<file path="src/rtl/clock_period_monitor.sv">
// Measures high time, low time and period of an asynchronous square wave in clk cycles,
// with half-period tolerance checking, stuck detection and lock indication.
module clock_period_monitor #(
  parameter int unsigned CNT_W    = 16,
  parameter int unsigned EXP_HALF = 5,
  parameter int unsigned TOL      = 1,
  parameter int unsigned TIMEOUT  = 64,
  parameter int unsigned LOCK_N   = 4
) (
  input  logic             clk,
  input  logic             rst,
  input  logic             enable,
  input  logic             err_clr,
  input  logic             sig_in,
  output logic [CNT_W-1:0] high_cnt,
  output logic [CNT_W-1:0] low_cnt,
  output logic [CNT_W:0]   period,
  output logic             meas_valid,
  output logic             half_err,
  output logic             stuck,
  output logic             locked
);

  // state     | meaning
  // IDLE      | disabled, counters idle
  // WAIT_RISE | armed, waiting for first rising edge (falls ignored)
  // HIGH      | counting the high half
  // LOW       | counting the low half
  typedef enum logic [1:0] {IDLE, WAIT_RISE, HIGH, LOW} state_t;

  localparam int unsigned GW = (LOCK_N < 1) ? 1 : $clog2(LOCK_N + 1);
  localparam logic [CNT_W-1:0] LO_B  = CNT_W'((EXP_HALF >= TOL) ? (EXP_HALF - TOL) : 0);
  localparam logic [CNT_W-1:0] HI_B  = CNT_W'(EXP_HALF + TOL);
  localparam logic [CNT_W-1:0] TO_C  = CNT_W'(TIMEOUT);
  localparam logic [GW-1:0]    LCK_C = GW'(LOCK_N);

  state_t           state_q, state_d;
  logic             s0_q, s1_q, s2_q;
  logic [CNT_W-1:0] cnt_q, cnt_d, cnt_inc;
  logic [CNT_W-1:0] hi_lat_q, hi_lat_d;
  logic             hi_ok_q, hi_ok_d;
  logic [CNT_W-1:0] high_cnt_q, high_cnt_d, low_cnt_q, low_cnt_d;
  logic [CNT_W:0]   period_q, period_d;
  logic             mv_q, mv_d, herr_q, herr_d, stuck_q, stuck_d;
  logic [GW-1:0]    good_q, good_d;
  logic             rise, fall, in_tol, tmo, err_set;

  assign rise    = s1_q & ~s2_q;
  assign fall    = ~s1_q & s2_q;
  assign in_tol  = (cnt_q >= LO_B) && (cnt_q <= HI_B);
  assign tmo     = (cnt_q == TO_C);
  assign cnt_inc = (&cnt_q) ? cnt_q : cnt_q + 1'b1;

  always_ff @(posedge clk) begin
    if (rst) begin
      state_q    <= IDLE;
      s0_q       <= 1'b0;
      s1_q       <= 1'b0;
      s2_q       <= 1'b0;
      cnt_q      <= '0;
      hi_lat_q   <= '0;
      hi_ok_q    <= 1'b0;
      high_cnt_q <= '0;
      low_cnt_q  <= '0;
      period_q   <= '0;
      mv_q       <= 1'b0;
      herr_q     <= 1'b0;
      stuck_q    <= 1'b0;
      good_q     <= '0;
    end else begin
      state_q    <= state_d;
      s0_q       <= sig_in;
      s1_q       <= s0_q;
      s2_q       <= s1_q;
      cnt_q      <= cnt_d;
      hi_lat_q   <= hi_lat_d;
      hi_ok_q    <= hi_ok_d;
      high_cnt_q <= high_cnt_d;
      low_cnt_q  <= low_cnt_d;
      period_q   <= period_d;
      mv_q       <= mv_d;
      herr_q     <= herr_d;
      stuck_q    <= stuck_d;
      good_q     <= good_d;
    end
  end

  always_comb begin
    state_d = state_q;
    if (!enable) begin
      state_d = IDLE;
    end else begin
      case (state_q)
        IDLE:      state_d = WAIT_RISE;
        WAIT_RISE: if (rise) state_d = HIGH;
        HIGH:      if (fall) state_d = LOW;  else if (tmo) state_d = WAIT_RISE;
        LOW:       if (rise) state_d = HIGH; else if (tmo) state_d = WAIT_RISE;
        default:   state_d = IDLE;
      endcase
    end
  end

  always_comb begin
    cnt_d      = cnt_q;
    hi_lat_d   = hi_lat_q;
    hi_ok_d    = hi_ok_q;
    high_cnt_d = high_cnt_q;
    low_cnt_d  = low_cnt_q;
    period_d   = period_q;
    mv_d       = 1'b0;
    stuck_d    = stuck_q;
    good_d     = good_q;
    err_set    = 1'b0;
    if (!enable) begin
      cnt_d  = '0;
      good_d = '0;
    end else begin
      case (state_q)
        IDLE: cnt_d = '0;
        WAIT_RISE: if (rise) cnt_d = CNT_W'(1);
        HIGH: begin
          if (fall) begin
            hi_lat_d = cnt_q;
            hi_ok_d  = in_tol;
            cnt_d    = CNT_W'(1);
            if (!in_tol) begin
              err_set = 1'b1;
              good_d  = '0;
            end
          end else if (tmo) begin
            stuck_d = 1'b1;
            good_d  = '0;
            cnt_d   = '0;
          end else begin
            cnt_d = cnt_inc;
          end
        end
        LOW: begin
          if (rise) begin
            high_cnt_d = hi_lat_q;
            low_cnt_d  = cnt_q;
            period_d   = {1'b0, hi_lat_q} + {1'b0, cnt_q};
            mv_d       = 1'b1;
            stuck_d    = 1'b0;
            cnt_d      = CNT_W'(1);
            if (!in_tol) begin
              err_set = 1'b1;
              good_d  = '0;
            end else if (hi_ok_q && (good_q != LCK_C)) begin
              good_d = good_q + 1'b1;
            end
          end else if (tmo) begin
            stuck_d = 1'b1;
            good_d  = '0;
            cnt_d   = '0;
          end else begin
            cnt_d = cnt_inc;
          end
        end
        default: cnt_d = '0;
      endcase
    end
    // a new error outranks a simultaneous clear
    herr_d = err_set ? 1'b1 : (err_clr ? 1'b0 : herr_q);
  end

  always_comb begin
    high_cnt   = high_cnt_q;
    low_cnt    = low_cnt_q;
    period     = period_q;
    meas_valid = mv_q;
    half_err   = herr_q;
    stuck      = stuck_q;
    locked     = (good_q == LCK_C);
  end

endmodule

</file>
<file path="config.mk">
export PLATFORM = sky130hd
export DESIGN_NAME = clock_period_monitor
export DESIGN_NICKNAME = d
export VERILOG_FILES = /design/src/rtl/clock_period_monitor.sv
export SDC_FILE = /design/constraint.sdc
export NUM_CORES = 1
export LEC_CHECK = 0
export ABC_AREA = 1
export BUFFER_PORTS_ARGS = -buffer_cell sky130_fd_sc_hd__buf_2
export CAP_MARGIN = 20
export CORE_AREA = 2 2 126 79
export CTS_CLUSTER_SIZE = 40
export DETAILED_ROUTE_END_ITERATION = 6
export DIE_AREA = 0 0 128 81
export PLACE_DENSITY = 0.8
export REMOVE_ABC_BUFFERS = 1
export SYNTH_ARGS = -nofsm -noshare
export SYNTH_HDL_FRONTEND = slang
export SYNTH_SLANG_ARGS = --single-unit
</file>
<file path="constraint.sdc">
create_clock -name clk -period 2.4 [get_ports clk]
set_clock_uncertainty 0.05 [all_clocks]
set_input_delay 0.12 -clock clk [delete_from_list [all_inputs] [get_ports clk]]
set_output_delay 0.12 -clock clk [all_outputs]
set_load 0.02 [all_outputs]
</file>
==> results of run 1 <==
[layout make-up]
| type | instances | area (um^2) | area share (%) |
|---|---|---|---|
| Clock buffer | 12 | 256 | 4.55 |
| Clock inverter | 4 | 32.5 | 0.577 |
| Inverter | 97 | 364 | 6.46 |
| Multi-Input combinational cell | 515 | 2590 | 45.9 |
| Sequential cell | 93 | 1860 | 33.0 |
| Tap cell | 120 | 150 | 2.66 |
| Timing Repair Buffer | 68 | 385 | 6.84 |
[metrics by stage]
stage | util (%) | total power, uW | std cells | hold WS [ns]
2_1_floorplan | - | 1620 | 705 | 0.139
3_3_place_gp | 56.7 | 1650 | 891 | 0.268
3_5_place_dp | 56.7 | 1650 | 891 | 0.278
4_1_cts | 60.0 | 3020 | 909 | 0.149
5_1_grt | 60.0 | 3080 | 909 | 0.181
6_report | 60.0 | 2990 | 909 | 0.155
[cells in the mapped netlist (4+ instances only)]
| library cell | n |
|---|---|
| a21oi_1 | 69 |
| buf_2 | 6 |
| buf_6 | 6 |
| clkbuf_1 | 9 |
| dfxtp_1 | 93 |
| ha_1 | 20 |
| inv_1 | 92 |
| inv_2 | 5 |
| nand2_1 | 152 |
| nand2_2 | 4 |
| nand3_1 | 42 |
| nand4_1 | 7 |
| nor2_1 | 108 |
| nor3_1 | 11 |
| o21ai_0 | 53 |
| o21ai_1 | 17 |
| xor2_1 | 7 |
[worst register-to-register path: cells and delay by family (launching register included)]
kind	cells	cell delay, ns
adder cells (fa/ha/maj)	2	0.71
buffers and inverters	1	0.04
flip-flops	1	0.35
AND/OR/NAND/NOR	9	0.76
[registers in the layout, summed over array words and instances, names as in the netlist, 2 cells and up]
name and cells:
state_q 2, period 17, cnt_q 16, low_cnt 16
high_cnt 16, good_q 3, hi_lat_q 16
[routing by layer]
| metal | up-vias | routed length [um] |
|---|---|---|
| met5 | - | 0 |
| met1 | 2171 | 6300 |
| met4 | 0 | 145 |
| met2 | 192 | 5460 |
| li1 | 2450 | - |
| met3 | 22 | 1040 |
[power by group through the flow]
stage          clock [uW]  combinational [uW]  sequential [uW]
3_3_place_gp            0                63.1             1590
3_5_place_dp            0                64.7             1590
6_report             1370                68.5             1550
4_1_cts              1400                67.5             1550
2_1_floorplan           0                33.8             1590
5_1_grt              1450                74.6             1550
[path summary, 6_finish.rpt]
path                            slack, ns   endpoint  startpoint  cells past startpoint
worst max-delay path                 0.39  period[8]    cnt_q[0]                     12
worst min-delay path                 0.16  good_q[2]         rst                      5
worst max register to register       0.39  period[8]    cnt_q[0]                     12
worst min register to register       0.36       s1_q        s0_q                      2
[kinds of logic after synthesis]
logic type / after synthesis / synth area share (%)
AND/OR/NAND/NOR: 340 / 30.0
XOR/XNOR: 8 / 1.41
AO/OA/AOI/OAI: 146 / 15.2
adder cells (fa/ha/maj): 21 / 5.44
flip-flops: 93 / 37.5
buffers and inverters: 122 / 10.5
[what timing repair did]
action                                  4_1_cts  5_1_grt
hold endpoints to repair                      2        0
endpoints found under the setup margin        0        0
hold buffers                                  2        0
setup buffers                                 0        0
[layout by cell type, fill, tap and decap left out, types with 2 or more instances in the layout]
cell,count
nand4_1,7
nand2_1,152
nand3_1,42
nand2_2,4
clkinvlp_4,2
nor2_4,3
nor3_4,2
nor2_1,108
inv_1,92
o21ai_1,17
nor3_1,11
nor2_8,2
xor2_1,7
dlygate4sd3_1,2
o21ai_0,53
nand3_2,3
ha_1,20
clkbuf_16,9
clkinv_4,2
buf_4,8
nor2_2,2
o21bai_1,2
dfxtp_1,93
a21oi_1,69
clkbuf_8,2
buf_2,57
inv_2,5
==> qor.txt, run 1 <==
FMAX -> 497 MHz
Hold Vio Cnt, Final -> 0
Via count -> 4835
Main synth FF type -> dfxtp_1
Critical Path, Cell by Cell -> ha_1 -> fa_1 -> nand3_1 -> nand2_1 -> nand2_1 -> nand2_1 -> nand2_1 -> nand2_1 -> nand2_1 -> nand3_1 -> nand2_1 -> inv_1
Clock slew at reported path FFs -> 0.06 ns
DIE HEIGHT -> 81 um
CP peak stage delay -> 0.45 ns
Max_cap viols -> 0
Number of synthesized flops with an enable pin -> 0
Fillers -> 887
Period minus WS final -> 2.01 ns
Area grow syn2layout -> 13.4%
CP Data Arrival Time -> 2.21 ns
Core Rows -> 28
CTS buffer count -> 9
Final instance area -> 5640 um^2
Worst vdd rail ir drop -> 392 uV
Post-synthesis sequential area ratio -> 37.5%
PwrDens -> 530 nW/um^2
CP Max Fanout -> 6
Final net count -> 810
Grt met3 use -> 5.60%
Final setup TNS -> 0 ns
TritonCTS clock tree -> done
N_diodes -> 0
Comb power frac -> 2.3%
Worst-Skew Late Latency -> 0.35 ns
Initial antenna violation count -> 0
Critical Path Source Type -> flip-flop
Sw Pwr -> 659 uW
Resize count post-CTS -> 0
Die area -> 10400 um^2
Met2 Use GR -> 41.8%
Slew @ Worst Pin -> 0.570 ns
Min-delay worst type -> input pin to flip-flop
Pre-CTS setup slack -> 0.431 ns
Ports -> 58
FFs w/ async S/R, synth -> 0%
Hpwl dp -> 9440 um
Via density -> 5.32
Setup-failing EPs final -> 0
RSZ-0062 raised after global routing -> false
Total Wirelength -> 12900 um
Clock Power Share -> 45.8%
Netlist cell types -> 36
Tcrit/Tclk final -> 83.9%
GRT Resource Usage Total -> 26.6%
Final ANT Viol Nets -> 0
DIE WIDTH -> 128 um
# DRC -> 0
Mean Syn Cell Area -> 6.81 um^2
Most frequent CP cell -> nand2_1
Sink Count -> 93
Largest net degree at the start of global routing -> 51
Req. time, crit path -> 2.60 ns
Drt wl/cell -> 14.2 um
GR Util met1 -> 37.0%
Gr busiest metal -> met2
Leakage power -> 0.00288 uW
Crit path capture type -> flip-flop
Sw frac -> 22.1%
Ratio of cells with drive above 1 in the final layout -> 13.3%
DR pass1 iterations -> 5
Clock root buffer -> clkbuf_16
Yosys top cell by area -> dfxtp_1
Area of the core -> 9390 um^2
Setup WS post-layout -> 0.387 ns
First DRT Iteration DRCs -> 368
Starting Density -> 52.9%
Mapped Cells -> 730
First-pass GRT wire length -> 21600 um
Yosys top cell area share -> 37.5%
Cell Area, Synth -> 4970 um^2
Dpl cell area -> 5330 um^2
Synth Register Bits -> 93
Sequential share of power -> 51.9%
Max_slew headroom -> 61.9%
Internal Power -> 2330 uW
Vias in the first global route -> 4459
Slew Viols, Final -> 0
Synthesis Warnings -> 0
Critical-path top delay cell -> fa_1
CTS H-tree lvls -> 3
CP Buf/Inv Count -> 1
Total grt overflow -> 0
Clock Tree Buf Depth -> 2
Top cells by area, synth -> dfxtp_1 (37%), nand2_1 (11%), nor2_1 (8.2%)
Crit path max-delay family -> simple AND/OR/NAND/NOR gates
WS Path Type -> flip-flop to flip-flop
Input/output buffers -> 57
Final Wtd Congestion -> 0.996
Outcome -> finished clean
No activity file was read; power rests on OpenSTA's default activity.
==> run 2, diff against run 1 <==
--- a/config.mk
+++ b/config.mk
@@ -8,10 +8,10 @@
 export ABC_AREA = 1
 export BUFFER_PORTS_ARGS = -buffer_cell sky130_fd_sc_hd__buf_2
 export CAP_MARGIN = 20
-export CORE_AREA = 2 2 126 79
+export CORE_AREA = 2 2 129 81
 export CTS_CLUSTER_SIZE = 40
 export DETAILED_ROUTE_END_ITERATION = 6
-export DIE_AREA = 0 0 128 81
+export DIE_AREA = 0 0 131 83
 export PLACE_DENSITY = 0.8
 export REMOVE_ABC_BUFFERS = 1
 export SYNTH_ARGS = -nofsm -noshare
==> constraint.sdc (replaced) <==
create_clock -name clk -period 1.69 [get_ports clk]
set_clock_uncertainty 0.05 [all_clocks]
set_input_delay 0.0845 -clock clk [delete_from_list [all_inputs] [get_ports clk]]
set_output_delay 0.0845 -clock clk [all_outputs]
set_load 0.02 [all_outputs]
==> qor.txt, run 2 (same netlist as run 1, synthesis figures left out) <==
Input/output buffers -> 57 (unchanged)
Total Wirelength -> 15500 um (was 12900 um)
Via count -> 5411 (was 4835)
Starting Density -> 51.6% (was 52.9%)
CP Data Arrival Time -> 1.99 ns (was 2.21 ns)
First DRT Iteration DRCs -> 472 (was 368)
DIE HEIGHT -> 83 um (was 81 um)
Drt wl/cell -> 15.4 um (was 14.2 um)
Reg2Reg Depth -> 11 (was 12)
Req. time, crit path -> 1.93 ns (was 2.60 ns)
Final cell count without fillers -> 1001 (was 909)
GRT Resource Usage Total -> 27.1% (was 26.6%)
Setup WS post-layout -> -0.0616 ns (was 0.387 ns)
Hpwl dp -> 10500 um (was 9440 um)
Most common cell after layout, fill and taps aside -> nand2_1 (unchanged)
Largest net degree at the start of global routing -> 35 (was 51)
# DRC -> 0 (unchanged)
Via density -> 5.41 (was 5.32)
Ports -> 58 (unchanged)
TritonCTS clock tree -> done (unchanged)
Leakage power -> 0.00338 uW (was 0.00288 uW)
Vias in the first global route -> 4769 (was 4459)
Die area -> 10900 um^2 (was 10400 um^2)
CTS buffer count -> 9 (unchanged)
CTS H-tree lvls -> 3 (unchanged)
Placed Cells -> 970 (was 891)
FMAX -> 571 MHz (was 497 MHz)
CP Max Fanout -> 3 (was 6)
Slew @ Worst Pin -> 0.443 ns (was 0.570 ns)
PwrDens -> 652 nW/um^2 (was 530 nW/um^2)
Sink Count -> 93 (unchanged)
Slew Viols, Final -> 0 (unchanged)
Failing checks -> negative setup slack
Hold Vio Cnt, Final -> 0 (unchanged)
Hold path depth -> 5 (unchanged)
Core Rows -> 28 (unchanged)
Period minus WS final -> 1.75 ns (was 2.01 ns)
Ratio of cells with drive above 1 in the final layout -> 32.8% (was 13.3%)
Worst-Skew Late Latency -> 0.35 ns (about the same)
Total grt overflow -> 0 (unchanged)
Max FFs per register -> 17 (unchanged)
Most frequent cells in the layout -> nand2_1 (131), nor2_1 (98), inv_1 (85), buf_4 (74), dfxtp_1 (69) (was nand2_1 (152), nor2_1 (108), dfxtp_1 (93), inv_1 (92), a21oi_1 (69))
Final net count -> 887 (was 810)
Setup-failing EPs final -> 6 (was 0)
Final ANT Viol Nets -> 0 (unchanged)
Area grow syn2layout -> 38.0% (was 13.4%)
RSZ-0062 raised after global routing -> true (was false)
Crit path capture type -> flip-flop (unchanged)
WS Path Type -> flip-flop to flip-flop (unchanged)
Final Wtd Congestion -> 0.922 (was 0.996)
Max_slew headroom -> 70.4% (was 61.9%)
Max_cap viols -> 0 (unchanged)
Clock slew at reported path FFs -> 0.07 ns (was 0.06 ns)
Clock Tree Buf Depth -> 2 (unchanged)
N_diodes -> 0 (unchanged)
Initial antenna violation count -> 0 (unchanged)
Final core utilization -> 71.2% (was 60.0%)
DIE WIDTH -> 131 um (was 128 um)
Worst vdd rail ir drop -> 614 uV (was 392 uV)
Min-delay worst type -> input pin to flip-flop (unchanged)
Outcome -> complete, but fails checks (was finished clean)
DR pass1 iterations -> 6 (was 5)
Clock root buffer -> clkbuf_16 (unchanged)
First-pass GRT wire length -> 23500 um (was 21600 um)
Final setup TNS -> -0.214 ns (was 0 ns)
Tcrit/Tclk final -> 104% (was 83.9%)
Area of the core -> 9630 um^2 (was 9390 um^2)
Critical Path Source Type -> flip-flop (unchanged)
run 2: cell types whose count changed in the layout (fill, tap and decap cells not counted), moves of 8 or more:
cell	before	now
buf_4	8	74
dfxtp_1	93	69
nand2_1	152	131
dfxtp_2	0	20
ha_1	20	4
ha_4	0	15
nand2_2	4	18
nor2_1	108	98
nor2_2	2	11
nand3_1	42	34
run 2: layer usage:
| layer | vias up | part of all wire, % | track usage (%) |
|---|---|---|---|
| met2 | 235 | 44 | 41.6 |
| met5 | - | 0 | 0 |
| met1 | 2523 | 45 | 38.4 |
| li1 | 2608 | - | - |
| met3 | 45 | 8.3 | 5.67 |
| met4 | 0 | 2.4 | 7.74 |
run 2: critical path, cell delays in order (launching register included):
cell and delay (ns):
dfxtp_4 0.36, ha_4 0.17, fa_2 0.41, nand3_2 0.10, nand2_4 0.08, nand2_4 0.09, nand2_4 0.07, nand2_4 0.07
nand3_2 0.08, nand2_2 0.08, nor2_2 0.03, nor2_1 0.10
run 2: final timing paths:
| check | from | end | slack [ns] |
|---|---|---|---|
| setup / recovery | cnt_q[0] | period[14] | -0.06 |
| hold / removal | enable | half_err | 0.35 |
| setup reg to reg | cnt_q[0] | period[14] | -0.06 |
| hold reg to reg | s0_q | s1_q | 0.36 |
run 2: timing repair:
item	4_1_cts	5_1_grt
pin swaps	8	35
cloned	0	1
hold buffers	3	0
endpoints found under the hold margin	4	0
endpoints found under the setup margin	22	52
setup buffers	1	10
resized for setup	28	116
run 2: area by class of cell:
class,count,area (um^2)
fillers,731,2770
inverters,97,378
flip-flops and latches,93,1900
well taps,135,169
multi-input cells,516,3080
clock inverters,4,55.1
clock buffers,12,267
repair buffers,144,1010
run 2: power by group:
| group | internal (uW) | leakage (uW) | switching, uW | total, uW |
|---|---|---|---|---|
| registers | 2190 | 0.000763 | 5.25 | 2200 |
| logic | 45.2 | 0.00246 | 83.5 | 129 |
| clock network | 1270 | 0.000155 | 879 | 2150 |
| total | 3510 | 0.00338 | 968 | 4480 |
run 2: per-stage QoR:
step	power, uW	hold slack, ns	worst slack (ns)	area (um^2)
floorplan	2300	0.104	-0.273	4810
global placement	2350	0.253	-0.153	5850
detailed placement	2360	0.258	-0.239	5850
CTS	4490	0.322	0.000859	6320
global route	4590	0.387	-0.145	6860
finish	4480	0.353	-0.0616	6860
==> run 3, diff against run 2 <==
--- a/config.mk
+++ b/config.mk
@@ -8,10 +8,10 @@
 export ABC_AREA = 1
 export BUFFER_PORTS_ARGS = -buffer_cell sky130_fd_sc_hd__buf_2
 export CAP_MARGIN = 20
-export CORE_AREA = 2 2 129 81
+export CORE_AREA = 2 2 126 79
 export CTS_CLUSTER_SIZE = 40
 export DETAILED_ROUTE_END_ITERATION = 6
-export DIE_AREA = 0 0 131 83
+export DIE_AREA = 0 0 128 81
 export PLACE_DENSITY = 0.8
 export REMOVE_ABC_BUFFERS = 1
 export SYNTH_ARGS = -nofsm -noshare
==> constraint.sdc (replaced) <==
create_clock -name clk -period 1.7 [get_ports clk]
set_clock_uncertainty 0.05 [all_clocks]
set_input_delay 0.085 -clock clk [delete_from_list [all_inputs] [get_ports clk]]
set_output_delay 0.085 -clock clk [all_outputs]
set_load 0.02 [all_outputs]
==> qor.txt, run 3 (same netlist as run 1, synthesis figures left out) <==
Outcome -> complete, but fails checks (unchanged)
Failing checks -> negative setup slack (unchanged)
Ratio of cells with drive above 1 in the final layout -> 30.9% (was 32.8%)
CTS H-tree lvls -> 3 (unchanged)
WS Path Type -> flip-flop to flip-flop (unchanged)
FMAX -> 584 MHz (was 571 MHz)
# DRC -> 0 (unchanged)
Slew Viols, Final -> 0 (unchanged)
Crit path capture type -> flip-flop (unchanged)
Worst vdd rail ir drop -> 562 uV (was 614 uV)
Hold_sp -> rst (was enable)
CP Max Fanout -> 3 (unchanged)
Slew @ Worst Pin -> 0.401 ns (was 0.443 ns)
Max_cap viols -> 0 (unchanged)
DR pass1 iterations -> 5 (was 6)
Starting Density -> 52.9% (was 51.6%)
Min-delay worst type -> input pin to flip-flop (unchanged)
Sequential Area -> 1890 um^2 (was 1900 um^2)
Via density -> 5.41 (about the same)
Sequential share of power -> 48.0% (was 49.1%)
Total grt overflow -> 0 (unchanged)
Comb power frac -> 2.5% (was 2.9%)
Most common cell after layout, fill and taps aside -> nand2_1 (unchanged)
CP Data Arrival Time -> 1.92 ns (was 1.99 ns)
GRT Resource Usage Total -> 27.6% (was 27.1%)
Pre-CTS setup slack -> -0.102 ns (was -0.239 ns)
Input/output buffers -> 57 (unchanged)
Tcrit/Tclk final -> 101% (was 104%)
Max FFs per register -> 17 (unchanged)
TritonCTS clock tree -> done (unchanged)
Ports -> 58 (unchanged)
Area grow syn2layout -> 34.6% (was 38.0%)
Multi-input gate area -> 3030 um^2 (was 3080 um^2)
Largest net degree at the start of global routing -> 35 (unchanged)
Placed Cells -> 951 (was 970)
Hold path depth -> 4 (was 5)
Period minus WS final -> 1.71 ns (was 1.75 ns)
CTS buffer count -> 9 (unchanged)
Worst-Skew Late Latency -> 0.35 ns (about the same)
RSZ-0062 raised after global routing -> true (unchanged)
Core Rows -> 28 (unchanged)
Sink Count -> 93 (unchanged)
Reg2Reg Depth -> 10 (was 11)
Total Wirelength -> 15000 um (was 15500 um)
Fillers -> 741 (was 731)
Area of the core -> 9390 um^2 (was 9630 um^2)
Hold Vio Cnt, Final -> 0 (unchanged)
Vias in the first global route -> 4574 (was 4769)
Drt wl/cell -> 15.4 um (about the same)
Max_slew headroom -> 73.0% (was 70.4%)
Hold Path Sink -> cnt_q[10] (was half_err)
Clock Power Share -> 49.5% (was 48.1%)
Final Wtd Congestion -> 0.948 (was 0.922)
Setup WS post-layout -> -0.0119 ns (was -0.0616 ns)
Critical Path Source Type -> flip-flop (unchanged)
First-pass GRT wire length -> 22500 um (was 23500 um)
Clock root buffer -> clkbuf_16 (unchanged)
Hpwl dp -> 10200 um (was 10500 um)
N_diodes -> 0 (unchanged)
Req. time, crit path -> 1.90 ns (was 1.93 ns)
Internal Power -> 3530 uW (was 3510 uW)
Most frequent cells in the layout -> nand2_1 (132), nor2_1 (99), inv_1 (84), dfxtp_1 (73), buf_4 (65) (was nand2_1 (131), nor2_1 (98), inv_1 (85), buf_4 (74), dfxtp_1 (69))
Clock Tree Buf Depth -> 2 (unchanged)
Tot Pwr -> 4550 uW (was 4480 uW)
Final net count -> 875 (was 887)
Reg2reg end -> period[12] (was period[14])
DIE WIDTH -> 128 um (was 131 um)
R2r setup slk -> -0.01 ns (was -0.06 ns)
Worst hold slack -> 0.100 ns (was 0.353 ns)
Initial antenna violation count -> 0 (unchanged)
Sw Pwr -> 1020 uW (was 968 uW)
First DRT Iteration DRCs -> 459 (was 472)
R2R Path Start -> cnt_q[0] (unchanged)
Setup-failing EPs final -> 1 (was 6)
Final cell count without fillers -> 974 (was 1001)
Sw frac -> 22.4% (was 21.6%)
Final ANT Viol Nets -> 0 (unchanged)
Via count -> 5273 (was 5411)
Die area -> 10400 um^2 (was 10900 um^2)
DIE HEIGHT -> 81 um (was 83 um)
Clock slew at reported path FFs -> 0.07 ns (about the same)
Final core utilization -> 71.2% (about the same)
PwrDens -> 680 nW/um^2 (was 652 nW/um^2)
Leakage power -> 0.00330 uW (was 0.00338 uW)
## run 3: cell types whose count changed in the layout (fill, tap and decap cells not counted), moves of 3 or more
cell      previous run  this run
clkbuf_8             3         0
nor3_1               6         9
inv_6                0         4
nor2_2              11         8
dfxtp_1             69        73
buf_4               74        65
## run 3: per-layer routing
metal / track usage (%) / routed length [um]
met1: 38.7 / 6950
met5: 0 / 0
met2: 43.9 / 6690
met4: 6.81 / 250
met3: 5.67 / 1150
## run 3: repair_timing
| item | in CTS | in global routing |
|---|---|---|
| pin swaps | 0 | 22 |
| setup buffers | 0 | 4 |
| endpoints found under the setup margin | 17 | 45 |
| cloned | 0 | 1 |
| hold buffers | 2 | 0 |
| endpoints found under the hold margin | 2 | 0 |
| resized for setup | 9 | 120 |
## run 3: metrics by stage
stage,cell area [um^2],TNS (ns)
2_1_floorplan,4810,-4.72
3_3_place_gp,5800,-0.142
3_5_place_dp,5800,-0.392
4_1_cts,6200,-0.00636
5_1_grt,6690,-0.605
6_report,6690,-0.0119
## run 3: area by class of cell
class	instances	area share [%]
Sequential cell	93	28.3
Multi-Input combinational cell	516	45.3
Clock buffer	9	3.37
Clock inverter	7	1.53
Timing Repair Buffer	132	13.6
Inverter	97	5.67
Tap cell	120	2.25
## run 3: worst max path at each step
stage	slack, ns	from	to	cells past startpoint
after floorplan	-0.26	state_q[1]	period[3]	7
after global placement	-0.05	cnt_q[0]	period[8]	12
after detailed placement	-0.10	cnt_q[0]	period[8]	12
after CTS	-0.006	cnt_q[12]	period[13]	9
after global routing	-0.08	cnt_q[0]	period[6]	9
final	-0.01	cnt_q[0]	period[12]	10
## run 3: power by group through the flow
stage	logic [uW]	clock network [uW]	registers, uW
after floorplan	47.8	0	2240
after global placement	102	0	2240
after detailed placement	104	0	2240
after CTS	108	2270	2190
after global routing	125	2350	2180
final	114	2250	2180
## run 3: worst max-delay path, stage by stage (launching register included)
cell and delay, ns:
dfxtp_2 0.34, ha_4 0.17, fa_2 0.40, nand3_2 0.10
nand2_4 0.07, nand3_2 0.09, nand3_2 0.09, nand2_1 0.07
nand3_1 0.09, nand2_1 0.10, inv_1 0.04
